$ cat src/rtl/rsa_modexp_pkg.sv
// Shared definitions for the RSA modular exponentiation unit: FSM encoding,
// default operand width and the fixed legal-operand latency.
package rsa_modexp_pkg;

    localparam int unsigned DefaultWidth = 26;

    typedef enum logic [1:0] {
        StIdle,
        StCheck,
        StRun,
        StFinish
    } state_e;

    // Cycles from the accepting edge to done for a legal operand.
    function automatic int unsigned lat(input int unsigned w);
        return w * (w + 1) + 2;
    endfunction

endpackage

$ cat src/rtl/rsa_modexp_unit_modmul_seq.sv
// Sequential modular multiplier: one load cycle, then WIDTH MSB-first shift-add
// steps with conditional reduction so the accumulator stays below n.
module modmul_seq
    import rsa_modexp_pkg::*;
#(
    parameter int unsigned WIDTH = DefaultWidth
) (
    input  logic             clk,
    input  logic             rst_n,
    input  logic             go,
    input  logic [WIDTH-1:0] a,
    input  logic [WIDTH-1:0] b,
    input  logic [WIDTH-1:0] n,
    output logic             rdy,
    output logic [WIDTH-1:0] p
);

    localparam int unsigned CW = $clog2(WIDTH + 1);

    logic [WIDTH-1:0] a_q, b_q, n_q;
    logic [WIDTH+1:0] acc_q, n_ext, t0, t1, t2;
    logic [CW-1:0]    cnt_q;

    // 2*acc + a < 3n, so two subtractions always bring the value back below n.
    always_comb begin
        n_ext = {2'b00, n_q};
        t0    = {acc_q[WIDTH:0], 1'b0} + (b_q[WIDTH-1] ? {2'b00, a_q} : '0);
        t1    = (t0 >= n_ext) ? t0 - n_ext : t0;
        t2    = (t1 >= n_ext) ? t1 - n_ext : t1;
    end

    always_ff @(posedge clk or negedge rst_n) begin
        if (!rst_n) begin
            a_q   <= '0;
            b_q   <= '0;
            n_q   <= '0;
            acc_q <= '0;
            cnt_q <= '0;
        end else if (go) begin
            a_q   <= a;
            b_q   <= b;
            n_q   <= n;
            acc_q <= '0;
            cnt_q <= CW'(WIDTH);
        end else if (cnt_q != '0) begin
            acc_q <= t2;
            b_q   <= b_q << 1;
            cnt_q <= cnt_q - 1'b1;
        end
    end

    assign rdy = (cnt_q == '0);
    assign p   = acc_q[WIDTH-1:0];

endmodule

$ cat src/rtl/rsa_modexp_unit.sv
// Constant-time right-to-left square-and-multiply modular exponentiation,
// using two sequential modular multipliers running in lock-step.
module rsa_modexp_unit
    import rsa_modexp_pkg::*;
#(
    parameter int unsigned WIDTH = DefaultWidth
) (
    input  logic             clk,
    input  logic             rst_n,
    input  logic             start,
    input  logic             mode,
    input  logic [WIDTH-1:0] msg,
    input  logic [WIDTH-1:0] e,
    input  logic [WIDTH-1:0] d,
    input  logic [WIDTH-1:0] n,
    output logic             busy,
    output logic             done,
    output logic             err,
    output logic [WIDTH-1:0] result
);

    localparam int unsigned CW = $clog2(WIDTH);

    state_e           state;
    logic [WIDTH-1:0] r_q, b_q, exp_q, n_q;
    logic [WIDTH-1:0] r_cur, b_cur, p_mul, p_sqr;
    logic [CW-1:0]    bit_cnt;
    logic             go, mul_rdy, sqr_rdy, commit, last_bit, illegal;

    // b_q holds the captured msg while in CHECK.
    assign illegal  = (n_q < WIDTH'(2)) || (b_q >= n_q);
    assign commit   = (state == StRun) && mul_rdy && sqr_rdy;
    assign last_bit = (bit_cnt == CW'(WIDTH - 1));
    assign go       = ((state == StCheck) && !illegal) || (commit && !last_bit);

    // The commit cycle doubles as the load cycle of the next bit's multiplies.
    always_comb begin
        r_cur = r_q;
        b_cur = b_q;
        if (commit) begin
            if (exp_q[0]) begin
                r_cur = p_mul;
            end
            b_cur = p_sqr;
        end
    end

    modmul_seq #(.WIDTH(WIDTH)) u_mul (
        .clk   (clk),
        .rst_n (rst_n),
        .go    (go),
        .a     (r_cur),
        .b     (b_cur),
        .n     (n_q),
        .rdy   (mul_rdy),
        .p     (p_mul)
    );

    modmul_seq #(.WIDTH(WIDTH)) u_sqr (
        .clk   (clk),
        .rst_n (rst_n),
        .go    (go),
        .a     (b_cur),
        .b     (b_cur),
        .n     (n_q),
        .rdy   (sqr_rdy),
        .p     (p_sqr)
    );

    always_ff @(posedge clk or negedge rst_n) begin
        if (!rst_n) begin
            state   <= StIdle;
            busy    <= 1'b0;
            done    <= 1'b0;
            err     <= 1'b0;
            result  <= '0;
            r_q     <= '0;
            b_q     <= '0;
            exp_q   <= '0;
            n_q     <= '0;
            bit_cnt <= '0;
        end else begin
            unique case (state)
                StIdle: begin
                    done <= 1'b0;
                    err  <= 1'b0;
                    if (start) begin
                        state   <= StCheck;
                        busy    <= 1'b1;
                        r_q     <= WIDTH'(1);
                        b_q     <= msg;
                        n_q     <= n;
                        exp_q   <= mode ? d : e;
                        bit_cnt <= '0;
                    end
                end
                StCheck: begin
                    if (illegal) begin
                        state  <= StFinish;
                        busy   <= 1'b0;
                        done   <= 1'b1;
                        err    <= 1'b1;
                        result <= '0;
                    end else begin
                        state <= StRun;
                    end
                end
                StRun: begin
                    if (commit) begin
                        r_q   <= r_cur;
                        b_q   <= b_cur;
                        exp_q <= exp_q >> 1;
                        if (last_bit) begin
                            state  <= StFinish;
                            busy   <= 1'b0;
                            done   <= 1'b1;
                            err    <= 1'b0;
                            result <= r_cur;
                        end else begin
                            bit_cnt <= bit_cnt + 1'b1;
                        end
                    end
                end
                StFinish: begin
                    state <= StIdle;
                    done  <= 1'b0;
                    err   <= 1'b0;
                end
                default: state <= StIdle;
            endcase
        end
    end

endmodule

$ cat config.mk
export PLATFORM = sky130hd
export DESIGN_NAME = rsa_modexp_unit
export DESIGN_NICKNAME = d
export VERILOG_FILES = /design/src/rtl/rsa_modexp_pkg.sv /design/src/rtl/rsa_modexp_unit_modmul_seq.sv /design/src/rtl/rsa_modexp_unit.sv
export SDC_FILE = /design/constraint.sdc
export NUM_CORES = 1
export LEC_CHECK = 0
export BUFFER_PORTS_ARGS = -buffer_cell sky130_fd_sc_hd__buf_2
export CAP_MARGIN = 30
export CORE_UTILIZATION = 50
export CTS_CLUSTER_DIAMETER = 40
export DETAILED_ROUTE_END_ITERATION = 7
export GPL_TIMING_DRIVEN = 0
export PLACE_DENSITY = 0.7
export SYNTH_ARGS = -nofsm -noshare
export SYNTH_HDL_FRONTEND = slang
export SYNTH_SLANG_ARGS = --single-unit
export TNS_END_PERCENT = 1
$ cat constraint.sdc
create_clock -name clk -period 7.3 [get_ports clk]
set_input_delay 0.73 -clock clk [delete_from_list [all_inputs] [get_ports clk]]
set_output_delay 0.73 -clock clk [all_outputs]
set_load 0.01 [all_outputs]
==> summary.md <==
| Metric | Value |
|---|---|
| Status | `finished, violations left` |
| Failing checks | `negative setup slack` |
| Core area | `47800 sq um` |
| Cell taking the most area after synthesis | `dfrtp_1` |
| Skew final | `0.0297 ns` |
| Hold Path Class | `in2async` |
| RD Place Congestion | `0.955` |
| Critical path type | `reg2reg` |
| Worst-path clk slew | `0.06 ns` |
| Total global-route track usage | `0.321` |
| Area Overhead vs Synth | `19.2%` |
| RSZ-0062 raised after global routing | `yes` |
| Post-Syn Area | `24300 sq um` |
| First-pass iteration count of the detailed router | `6` |
| Worst hold margin | `0.181 ns` |
| Layout Nets | `3412` |
| Synth warn | `0` |
| Slew HR | `0.344` |
| Crit path DAT | `7.82 ns` |
| Worst-Skew Late Latency | `0.56 ns` |
| Max FO, Critical Path | `8` |
| Inserted Clock Buffers | `41` |
| Die width | `223 microns` |
| Dpl hpwl | `62600 microns` |
| Slew Limit Fails | `0` |
| Async set-or-reset flop fraction in the synthesized netlist | `1.00` |
| FP Rows | `80` |
| Fillers | `4205` |
| Largest net degree at the start of global routing | `124` |
| Synth Register Bits | `334` |
| Worst-margin pin slew | `0.977 ns` |
| H-tree levels | `2` |
| Sequential cell area | `8360 sq um` |
| Multi-input gate area | `16100 sq um` |
| Initial antenna violation count | `1` |
| Port-buffer cells | `135` |
| Clock tree from TritonCTS | `yes` |
| Share of the synthesized area in the top cell type | `0.344` |
| CP Launch Type | `register` |
| Diode count | `0` |
| Mapped Nets | `3178` |
| DRT iter0 DRCs | `1912` |
| DRC viols | `0` |
| Die H | `223 microns` |
| Final setup fails | `37` |
| Max cap viols | `0` |
| Worst EP required | `7.70 ns` |
| Synth top area cells | `dfrtp_1 (34%), ha_1 (9.7%), nand2_1 (6.4%)` |
| Die Footprint | `49500 sq um` |
| Most frequent cells in the layout | `nand2_1 (410), dfrtp_1 (332), nor2_1 (206)` |
| Bufs on Longest Clock Path | `3` |
| CP Capture Type | `register` |
| Via count | `23100` |
| Clock Tree Root | `clkbuf_16` |
| Min cycle time layout | `7.42 ns` |
| Setup WS pre-CTS | `-2.01 ns` |
| Fin util | `0.606` |
| Starting density of the core | `0.508` |
| Mapped Avg Cell Area | `8.45 sq um` |
| Drt wl/cell | `21.7 microns` |
| # IOs | `137` |
| Drt via density | `6.14` |
| Antenna-violating nets left | `0` |
| Vias in the first global route | `22500` |
| Final wirelength | `81300 microns` |
| Global-route wire length before repair | `124000 microns` |
| EDFF count, synth | `0` |
| Final setup margin | `-0.121 ns` |
| Final period util | `1.02` |
| Commonest non-fill, non-tap cell in the layout | `nand2_1` |
| Post-synthesis sequential area ratio | `0.344` |
| Share of layout cells above drive strength 1 | `0.185` |
| Crit-path slowest cell | `dfrtp_2` |
| FMAX | `135 MHz` |
| Post-synthesis cell count | `2876` |
| Sink Count | `334` |
| Library cells used by synthesis | `79` |
| Final hold vios | `0` |
| Post-synth top flop | `dfrtp_1` |
| Cts hold-fix bufs | `0` |
| Critical Path Max Stage Delay | `0.45 ns` |
| Grt total ovfl | `0` |
logic make-up (layout without fill, tap and decap cells):
kind of cell               Yosys count  in the layout  share of synthesized area
buffers and inverters              248            510                     0.0402
muxes                              153            153                     0.0675
adders and majority gates          194            194                      0.102
xor gates and xnor gates           132            132                     0.0476
and+or+nand+nor                    949            949                      0.179
DFF                                334            334                      0.344
AOI/OAI and AO/OA                  866            866                      0.221
state kept, by name, indices dropped and copies added (netlist names), 5 cells and up:
signal       cells
b_q             26
bit_cnt          5
exp_q           26
n_q             26
r_q             26
result          26
u_mul.a_q       26
u_mul.acc_q     27
u_mul.b_q       26
u_mul.cnt_q      5
u_mul.n_q       26
u_sqr.a_q       26
u_sqr.acc_q     27
u_sqr.b_q       26
u_sqr.cnt_q      5
Yosys cell counts (all sizes together) (53+ instances only):
cell    number
ha         188
mux2i       66
a21oi      238
a31oi       67
dfrtp      334
nand2      413
nor2       214
and2        60
xnor2       84
a21o        69
o22ai       53
clkbuf     116
o21ai      233
mux2        87
inv        112
routing by layer:
metal  share of wire  track usage  wire, microns
met2            0.48        0.534          38600
met5               0            0              0
met1            0.41        0.408          33400
met4           0.062        0.179           5050
met3           0.052       0.0344           4210
critical path: cells and delay by family, from the launching register on:
kind / cells / cell delay [ns]
AOI/OAI and AO/OA: 14 / 2.73
and+or+nand+nor: 10 / 1.42
adders and majority gates: 5 / 1.17
muxes: 3 / 0.84
buffers and inverters: 5 / 0.65
DFF: 1 / 0.45
repair_timing:
action	4_1_cts	5_1_grt
endpoints found under the setup margin	54	54
pin swaps	67	65
gates cloned	1	0
resized for setup	204	106
buffers inserted	42	16
path summary, 6_finish.rpt:
| check | startpoint | to | slack, ns | cells past startpoint |
|---|---|---|---|---|
| setup reg to reg | u_mul.b_q[25] | u_mul.acc_q[10] | -0.12 | 37 |
| hold reg to reg | result[22] | result[22] | 0.47 | 2 |
| setup / recovery | u_mul.b_q[25] | u_mul.acc_q[10] | -0.12 | 37 |
| hold / removal | rst_n | u_mul.acc_q[25] | 0.18 | 2 |
| max in group asynchronous | rst_n | exp_q[12] | 6.10 | 3 |
| min in group clk | n[12] | n_q[12] | 0.41 | 2 |
through the flow:
step / TNS (ns) / cells / instance area, sq um
final: -2.50 / 3753 / 29000
after global routing: -15.96 / 3753 / 29000
after CTS: -2.00 / 3739 / 28400
after detailed placement: -96.15 / 3629 / 25800
after global placement: -353.30 / 3626 / 25800
after floorplan: 0 / 2876 / 24300
area by class of cell:
cell class / count / area share
Tap cell: 615 / 0.0265
Timing Repair Buffer: 197 / 0.0440
Sequential cell: 334 / 0.288
Buffer: 130 / 0.0229
Multi-Input combinational cell: 2294 / 0.557
Inverter: 112 / 0.0145
Clock buffer: 44 / 0.0365
Clock inverter: 27 / 0.0103
Power is left out: the tool's default activity adds up to more than one toggle a clock period on the data nets, which glitch-free logic cannot reach.
